===== config.mk =====
export PLATFORM = sky130hd
export DESIGN_NAME = rc4_encrypt_core
export DESIGN_NICKNAME = d
export VERILOG_FILES = /design/src/rtl/rc4_encrypt_core.sv
export SDC_FILE = /design/constraint.sdc
export NUM_CORES = 1
export LEC_CHECK = 0
export CORE_MARGIN = 1
export CORE_UTILIZATION = 60
export CTS_CLUSTER_DIAMETER = 80
export DETAILED_ROUTE_END_ITERATION = 12
export PLACE_DENSITY_LB_ADDON = 0.3
export SLEW_MARGIN = 10
export SYNTH_ARGS = -nofsm -noshare
export SYNTH_HDL_FRONTEND = slang
export SYNTH_SLANG_ARGS = --single-unit

===== constraint.sdc =====
create_clock -name clk -period 9.3 [get_ports clk]
set_input_delay 1.86 -clock clk [delete_from_list [all_inputs] [get_ports clk]]
set_output_delay 1.86 -clock clk [all_outputs]
set_load 0.05 [all_outputs]

===== src/rtl/rc4_encrypt_core.sv =====
// RC4 reference encryptor: init, KSA and PRGA over an external S RAM, writing pt ^ keystream to a ciphertext RAM.
// Latency: fixed per run, 256 + 6*256 + 9*MSG_LEN + 1 cycles from an accepted start to the done pulse.
// Backpressure: none; RAMs are assumed always ready, and a start is only sampled while idle.
//
// Ports:
//   clk, reset            : clock and synchronous active-high reset
//   start, key_in         : one-cycle run request with its key (MSB byte is key byte 0)
//   busy, done            : run in progress / one-cycle completion pulse
//   s_addr/s_wdata/s_wren : S RAM port, s_rdata valid one cycle after s_addr
//   pt_addr/pt_rdata      : plaintext ROM port, pt_rdata valid one cycle after pt_addr
//   ct_addr/ct_wdata/ct_wren : ciphertext RAM write port
module rc4_encrypt_core #(
  parameter int MSG_LEN = 32,
  parameter int KEY_LEN = 3
) (
  input  logic                 clk,
  input  logic                 reset,
  input  logic                 start,
  input  logic [8*KEY_LEN-1:0] key_in,
  output logic                 busy,
  output logic                 done,
  output logic [7:0]           s_addr,
  output logic [7:0]           s_wdata,
  output logic                 s_wren,
  input  logic [7:0]           s_rdata,
  output logic [4:0]           pt_addr,
  input  logic [7:0]           pt_rdata,
  output logic [4:0]           ct_addr,
  output logic [7:0]           ct_wdata,
  output logic                 ct_wren
);

  localparam logic [4:0] K_LAST   = 5'(MSG_LEN - 1);
  localparam logic [7:0] KIDX_LAST = 8'(KEY_LEN - 1);

  // Each read takes three states: present address, wait for the RAM register, capture.
  typedef enum logic [4:0] {
    ST_IDLE, ST_INIT,
    ST_K_RDI, ST_K_WI, ST_K_GI, ST_K_WJ, ST_K_GJ, ST_K_SWJ,
    ST_P_RDI, ST_P_WI, ST_P_GI, ST_P_WJ, ST_P_GJ, ST_P_SWJ,
    ST_P_RDF, ST_P_WF, ST_P_GF, ST_DONE
  } state_t;

  state_t state_q, state_d;
  logic [7:0] i_q, i_d, j_q, j_d, si_q, si_d, sj_q, sj_d, kidx_q, kidx_d;
  logic [4:0] k_q, k_d;
  logic [8*KEY_LEN-1:0] key_q, key_d;
  logic busy_q, busy_d, done_q, done_d, s_wren_q, s_wren_d, ct_wren_q, ct_wren_d;
  logic [7:0] s_addr_q, s_addr_d, s_wdata_q, s_wdata_d, ct_wdata_q, ct_wdata_d;
  logic [4:0] pt_addr_q, pt_addr_d, ct_addr_q, ct_addr_d;
  logic [7:0] key_byte, i_inc, j_ksa, j_prga;

  // Key byte i mod KEY_LEN, tracked by a wrapping counter instead of a divider.
  always_comb begin
    key_byte = 8'd0;
    for (int n = 0; n < KEY_LEN; n++) begin
      if (kidx_q == 8'(n)) key_byte = key_q[8*(KEY_LEN-1-n) +: 8];
    end
  end

  assign i_inc  = i_q + 8'd1;
  assign j_ksa  = j_q + s_rdata + key_byte;
  assign j_prga = j_q + s_rdata;

  always_comb begin
    state_d    = state_q;
    i_d        = i_q;
    j_d        = j_q;
    k_d        = k_q;
    kidx_d     = kidx_q;
    si_d       = si_q;
    sj_d       = sj_q;
    key_d      = key_q;
    busy_d     = busy_q;
    done_d     = 1'b0;
    s_wren_d   = 1'b0;
    ct_wren_d  = 1'b0;
    s_addr_d   = s_addr_q;
    s_wdata_d  = s_wdata_q;
    pt_addr_d  = pt_addr_q;
    ct_addr_d  = ct_addr_q;
    ct_wdata_d = ct_wdata_q;
    unique case (state_q)
      ST_IDLE: if (start) begin
        key_d   = key_in;
        i_d     = 8'd0;
        j_d     = 8'd0;
        k_d     = 5'd0;
        kidx_d  = 8'd0;
        busy_d  = 1'b1;
        state_d = ST_INIT;
      end
      ST_INIT: begin
        s_addr_d  = i_q;
        s_wdata_d = i_q;
        s_wren_d  = 1'b1;
        i_d       = i_inc;
        if (i_q == 8'd255) state_d = ST_K_RDI;
      end
      ST_K_RDI: begin
        s_addr_d = i_q;
        state_d  = ST_K_WI;
      end
      ST_K_WI: state_d = ST_K_GI;
      ST_K_GI: begin
        si_d     = s_rdata;
        j_d      = j_ksa;
        s_addr_d = j_ksa;
        state_d  = ST_K_WJ;
      end
      ST_K_WJ: state_d = ST_K_GJ;
      ST_K_GJ: begin
        sj_d      = s_rdata;
        s_addr_d  = i_q;
        s_wdata_d = s_rdata;
        s_wren_d  = 1'b1;
        state_d   = ST_K_SWJ;
      end
      ST_K_SWJ: begin
        // Second swap write goes out next cycle, overlapping the next address setup.
        s_addr_d  = j_q;
        s_wdata_d = si_q;
        s_wren_d  = 1'b1;
        i_d       = i_inc;
        kidx_d    = (kidx_q == KIDX_LAST) ? 8'd0 : kidx_q + 8'd1;
        if (i_q == 8'd255) begin
          j_d     = 8'd0;
          state_d = ST_P_RDI;
        end else begin
          state_d = ST_K_RDI;
        end
      end
      ST_P_RDI: begin
        i_d      = i_inc;
        s_addr_d = i_inc;
        state_d  = ST_P_WI;
      end
      ST_P_WI: state_d = ST_P_GI;
      ST_P_GI: begin
        si_d     = s_rdata;
        j_d      = j_prga;
        s_addr_d = j_prga;
        state_d  = ST_P_WJ;
      end
      ST_P_WJ: state_d = ST_P_GJ;
      ST_P_GJ: begin
        sj_d      = s_rdata;
        s_addr_d  = i_q;
        s_wdata_d = s_rdata;
        s_wren_d  = 1'b1;
        state_d   = ST_P_SWJ;
      end
      ST_P_SWJ: begin
        s_addr_d  = j_q;
        s_wdata_d = si_q;
        s_wren_d  = 1'b1;
        state_d   = ST_P_RDF;
      end
      ST_P_RDF: begin
        // si+sj is swap-invariant, so this reads the standard keystream byte.
        s_addr_d  = si_q + sj_q;
        pt_addr_d = k_q;
        state_d   = ST_P_WF;
      end
      ST_P_WF: state_d = ST_P_GF;
      ST_P_GF: begin
        ct_addr_d  = k_q;
        ct_wdata_d = s_rdata ^ pt_rdata;
        ct_wren_d  = 1'b1;
        k_d        = k_q + 5'd1;
        state_d    = (k_q == K_LAST) ? ST_DONE : ST_P_RDI;
      end
      ST_DONE: begin
        done_d  = 1'b1;
        busy_d  = 1'b0;
        state_d = ST_IDLE;
      end
      default: state_d = ST_IDLE;
    endcase
  end

  always_ff @(posedge clk) begin
    if (reset) begin
      state_q    <= ST_IDLE;
      i_q        <= 8'd0;
      j_q        <= 8'd0;
      k_q        <= 5'd0;
      kidx_q     <= 8'd0;
      si_q       <= 8'd0;
      sj_q       <= 8'd0;
      key_q      <= '0;
      busy_q     <= 1'b0;
      done_q     <= 1'b0;
      s_wren_q   <= 1'b0;
      ct_wren_q  <= 1'b0;
      s_addr_q   <= 8'd0;
      s_wdata_q  <= 8'd0;
      pt_addr_q  <= 5'd0;
      ct_addr_q  <= 5'd0;
      ct_wdata_q <= 8'd0;
    end else begin
      state_q    <= state_d;
      i_q        <= i_d;
      j_q        <= j_d;
      k_q        <= k_d;
      kidx_q     <= kidx_d;
      si_q       <= si_d;
      sj_q       <= sj_d;
      key_q      <= key_d;
      busy_q     <= busy_d;
      done_q     <= done_d;
      s_wren_q   <= s_wren_d;
      ct_wren_q  <= ct_wren_d;
      s_addr_q   <= s_addr_d;
      s_wdata_q  <= s_wdata_d;
      pt_addr_q  <= pt_addr_d;
      ct_addr_q  <= ct_addr_d;
      ct_wdata_q <= ct_wdata_d;
    end
  end

  assign busy     = busy_q;
  assign done     = done_q;
  assign s_addr   = s_addr_q;
  assign s_wdata  = s_wdata_q;
  assign s_wren   = s_wren_q;
  assign pt_addr  = pt_addr_q;
  assign ct_addr  = ct_addr_q;
  assign ct_wdata = ct_wdata_q;
  assign ct_wren  = ct_wren_q;

endmodule


After elaboration in Yosys (flattened, before gate mapping)
Index checks and enable logic that the tools add are counted.
{"block": "totals", "regBits": 112, "output_inout_bits": 38, "word_cells": 93}
{"block": "classes", "add_sub_neg": 6, "n_eq_ne": 24, "muxes": 23, "bitwise_logic": 1, "n_reduce_logical": 22}
{"operator": "one-hot mux 5 bit (17 select lines)", "count": 1}
{"operator": "two-way mux 8 bit", "count": 6}
{"operator": "one-hot mux 8 bit (6 select lines)", "count": 1}
{"operator": "equality test 5 x 4 -> 1 bit (second input constant)", "count": 8}
{"operator": "one-hot mux 8 bit (2 select lines)", "count": 2}
{"operator": "one-hot mux 8 bit (4 select lines)", "count": 1}
{"operator": "adder 8 bit", "count": 3}
{"operator": "one-hot mux 8 bit (3 select lines)", "count": 1}
{"operator": "equality test 5 x 3 -> 1 bit (second input constant)", "count": 4}
{"operator": "two-way mux 5 bit", "count": 4}
{"operator": "adder 8 x 1 -> 8 bit (second input constant)", "count": 2}
{"operator": "equality test 5 bit (second input constant)", "count": 3}
{"operator": "AND reduction 2 bit", "count": 6}
{"operator": "equality test 5 x 2 -> 1 bit (second input constant)", "count": 2}
{"operator": "one-hot mux 5 bit (2 select lines)", "count": 1}
{"operator": "equality test 8 x 1 -> 1 bit (second input constant)", "count": 1}
{"operator": "equality test 8 x 2 -> 1 bit (second input constant)", "count": 1}
{"operator": "equality test 8 bit (second input constant)", "count": 1}
{"operator": "logical NOT 8 bit", "count": 1}
{"operator": "nonzero test 2 bit", "count": 4}
{"operator": "bitwise XOR 8 bit", "count": 1}
{"operator": "!= test 2 bit (second input constant)", "count": 3}
{"operator": "nonzero test 6 bit", "count": 1}
{"operator": "OR reduction 2 bit", "count": 3}
{"operator": "other kinds (12)", "count": 15}

Logic depth before layout (Yosys ltp)
{"block": "depth", "word_depth": 6, "mapped_depth": 16, "ltp_nobuf": 16}

Worst setup path after synthesis
No wires, ideal clock.
{"block": "synth_timing", "path_type": "input to register", "start": "input s_rdata[0]", "end": "register j_q[7]", "arrival_ns": 4.351, "slack_ns": 4.843, "cell_stages": 14, "path_buffers": 0, "cell_sequence": "ha_1 -> inv_1 -> fa_1 -> nor2b_1 -> o31a_1 -> o21ai_0 -> a21oi_1 -> nor2b_1 -> ha_1 -> or4_1 -> o22ai_1 -> xnor2_1 -> a21oi_1 -> o311ai_0"}
{"block": "synth_via", "elab_chain_len": 3}
{"item": "start: declaration", "line_no": "25", "source": "input logic [7:0] s_rdata,"}
{"item": "adder 8 bit (*)", "line_no": "62, 63"}
{"item": "adder 8 bit", "line_no": "62", "source": "assign j_ksa = j_q + s_rdata + key_byte;"}
{"item": "one-hot mux 8 bit (4 select lines) (*)", "line_no": "83", "source": "unique case (state_q)"}
{"item": "end signal: assignment", "line_no": "204", "source": "j_q <= j_d;"}
{"item": "end: declaration", "line_no": "45", "source": "logic [7:0] i_q, i_d, j_q, j_d, si_q, si_d, sj_q, sj_d, kidx_q, kidx_d;"}
Mark *: on every way between the ends. The rest lies on a longest branch, timed or not.
A chain may end at the register's enable or synchronous reset.

Worst setup path after layout
Same ends and word-level chain as after synthesis.

==> metrics.md <==
| Metric | Value |
|---|---|
| CP top delay family | compound AO/OA/AOI/OAI gates |
| Adder and majority gate portion of the synthesized area | under 10% |
| Max-slew violations | 0 |
| Worst-path clk slew | 0.10 ns |
| Post-synth top area share | 36.8% |
| Status | finished clean |
| DRC | 0 |
| Met2 Resource Use GR | roughly 52% |
| PnR worst setup slack | approximately 4.2 ns |
| Buf/Inv on CP | 2 |
| Synth area leader | dfxtp_1 |
| Overall power consumption | roughly 1 mW |
| Die span in y | approximately 100 microns |
| Worst Setup End Kind | flip-flop |
| Drt first pass iters | 5 |
| Area contributors post-synth | dfxtp_1 37%, nand2_1 7.5%, a21oi_1 6.6% |
| Setup CP Type | in -> reg |
| Busiest layer in global routing | met2 |
| Clk root buf | clkbuf_8 |
| Dpl ws | 3.90 ns |
| RePlAce Congestion | between 0.9 and 1 |
| Number of nets in the layout | 887 |
| Asr flop ratio synth | 0% |
| H-tree depth | 3 |
| Number of flops mapped to enable cells by yosys | 0 |
| Yosys cell types | 65 |
| Hold Vio Cnt, Final | 0 |
| Area Overhead vs Synth | 16.2% |
| Post-Route WL | 16,400 microns |
| Most common cell after layout, fill and taps aside | nand2_1 |
| Leak | 2.58 nW |
| Yosys reg bits | 112 |
| Slowest CP cell | clkdlybuf4s50_1 |
| Mux cell area share after synthesis | 1.87% |
| Total track usage | 32.6% |
| Pwr per Cell Area | between 100 and 150 nW/um^2 |
| DP Cell Count | about 940 |
| Final Skew | 0.0122 ns |
| Die ar. | 10,600 sq um |
| HPWL Detailed | 12,000 microns |
| CTS tree | yes |
| Routed vias/inst | between 6 and 7 |
| IR drop worst, VDD | 0.111 mV |
| FP Rows | 36 |
| I/O Buffers | 80 |
| First-pass GRT wire length | around 26,000 microns |
| Req. time, crit path | 9.59 ns |
| Setup TNS | 0 ns |
| Synth Area per Inst | 7.99 sq um |
| Slew @ Worst Pin | around 1.1 ns |
| Most frequent cells in the layout | 122 x nand2_1, 112 x dfxtp_1, 80 x a21oi_1 |
| RSZ-0062 raised after global routing | no |
| Vias | 5,810 |
| Hold EP | pt_addr[0] |
| Crit path time final | 5.06 ns |
| Synth Area in Simple Gates | between 20 and 25% |
| CP Max Fanout | 5 |
| Post-Synthesis Cells | 762 |
| Initial antenna violation count | 0 |
| Maximum number of pins on one net before global-route repair | between 100 and 150 |
| Finished Layout Cells | 951 |
| Compound-Gate Fraction of Synth Area | 23.2% |
| Placed instance area | 6900 sq um |
| DRT iter0 DRCs | 416 |
| FMAX | 197 MHz |
| Antenna Cells | 0 |
| Main combinational cell family by area after synthesis | simple AND/OR/NAND/NOR gates |
| Max-cap viol count | 0 |
| Post-synthesis xor/xnor area fraction | 4.17% |
| RR Startpoint | kidx_q[2] |
| WP data arrival | 5.35 ns |
| Die Wd | 103 microns |
| Syn Std Cell Area | about 6100 sq um |
| GR Util met1 | 42.9% |
| Post-cts resize count | 0 |
| Longest Clk Path Bufs | 2 |
| R2r setup slk | 5.37 ns |
| Post-CTS Setup Inserts | 0 |
| Remaining antenna violation count | 0 |
| Critical Path Max Stage Delay | 0.62 ns |
| Mapped Nets | between 800 and 900 |
| Seq/Total Area, Yosys | 36.8% |
| Relative slew slack | 26.5% |
| Fillers | 822 |
| Worst path cell trace | clkdlybuf4s50_1 > ha_1 > inv_1 > fa_1 > nor2b_1 > o31a_1 > o21ai_0 > a21oi_1 > nor2b_1 > ha_1 > or4_1 > o22ai_1 > xnor2_1 > a21oi_1 > o311ai_0 |
| Hold/Removal Path Class | reg -> reg |
| Critical Path Source Type | primary input |
| Fin area | 7080 sq um |
| Reg2Reg Depth | 12 |
| Min-Delay Path Depth | 2 |
| Ports | 81 |
| # clock sinks | 112 |
| Fin crit share | 54.5% |
| Top FF cell, synth | dfxtp_1 |
| Initial core utilization | roughly 62% |
| Drt wl/cell | 17.2 microns |
| Hold wc startpoint | pt_addr[0] |
| Final setup violation count | 0 |
| Placeable Area | 9820 sq um |
| Grt ovf | 0 |
| TritonCTS buffer count | 9 |
| Share of cells above drive strength 1 | 4.52% |
| Worst skew pair latency | approximately 0.4 ns |
| Ys Warns | 0 |
| Reg2reg end | j_q[7] |
| Grt met3 use | between 8 and 9% |
| Vias in the first global route | ~5.4k |
| Hold_buf cts | 0 |
## cell usage after synthesis (4+ instances only)
library cell / number
nand2_1: 122
dfxtp_1: 112
a21oi_1: 80
nor2_1: 77
o21ai_0: 32
a211oi_1: 28
ha_1: 28
clkbuf_1: 27
nand3_1: 25
xnor2_1: 23
buf_2: 15
nor2b_1: 15
nor3_1: 15
inv_1: 12
a311oi_1: 10
and3_1: 10
mux2i_1: 8
a221oi_1: 7
a22oi_1: 7
a31oi_1: 7
a41oi_1: 6
nand3b_1: 6
xor2_1: 6
a21o_1: 5
a22o_1: 5
and2_1: 5
o21bai_1: 5
o21a_1: 4
or3_1: 4
## kinds of logic (layout without fill, tap and decap cells)
logic type | after synthesis | count (layout)
DFF | 112 | 112
adders and majority gates | 31 | 31
buffers and inverters | 58 | 114
xor gates and xnor gates | 29 | 29
AOI/OAI and AO/OA | 218 | 218
muxes | 11 | 11
and+or+nand+nor | 303 | 303
## registers in the layout (all words and copies together) (netlist names)
| name | cells |
|---|---|
| s_wren | 1 |
| si_q | 8 |
| ct_wren | 1 |
| done | 1 |
| ct_addr | 5 |
| s_addr | 8 |
| state_q | 5 |
| j_q | 8 |
| pt_addr | 5 |
| key_q | 24 |
| busy | 1 |
| s_wdata | 8 |
| k_q | 5 |
| i_q | 8 |
| ct_wdata | 8 |
| sj_q | 8 |
| kidx_q | 8 |
## layout make-up
| class | instances | area (sq um) | area share (%) |
|---|---|---|---|
| well taps | 133 | 166 | 2.35 |
| repair buffers | 86 | 841 | 11.9 |
| clock inverters | 7 | 48.8 | 0.689 |
| multi-input cells | 592 | 3610 | 51.0 |
| clock buffers | 9 | 124 | 1.75 |
| inverters | 12 | 45.0 | 0.636 |
| flip-flops and latches | 112 | 2240 | 31.7 |
## worst min-delay path: stages (launching register included)
cell,delay [ns]
dfxtp_1,0.32
nand2_1,0.05
a21oi_1,0.05
## report_power, final
| group | internal [mW] | total [mW] | switching [mW] |
|---|---|---|---|
| logic | 0.0837 | 0.232 | 0.148 |
| clock network | 0.0968 | 0.268 | 0.171 |
| registers | 0.500 | 0.520 | 0.0200 |
| total | 0.680 | 1.02 | 0.339 |
## per-layer routing
layer / wire (microns) / up-vias
met4: 352 / 0
met5: 0 / -
met1: 7270 / 2735
met3: 1150 / 33
li1: - / 2829
met2: 7600 / 213
## per-stage QoR
stage               hold WS, ns  util (%)
floorplan                 0.431         -
global placement          0.442      70.3
detailed placement        0.446      70.3
CTS                       0.460      72.0
global route              0.475      72.1
finish                    0.456      72.1
## worst max-delay path by stage
stage | startpoint | to | slack [ns] | cells after the start
6_report | s_rdata[0] | j_q[7] | 4.24 | 15
5_1_grt | s_rdata[0] | j_q[7] | 3.91 | 15
4_1_cts | s_rdata[0] | j_q[7] | 4.30 | 15
3_5_place_dp | s_rdata[0] | j_q[7] | 3.90 | 15
3_3_place_gp | s_rdata[0] | j_q[7] | 4.00 | 15
2_1_floorplan | s_rdata[0] | j_q[7] | 4.84 | 14
Power figures use the tool's default switching activity.
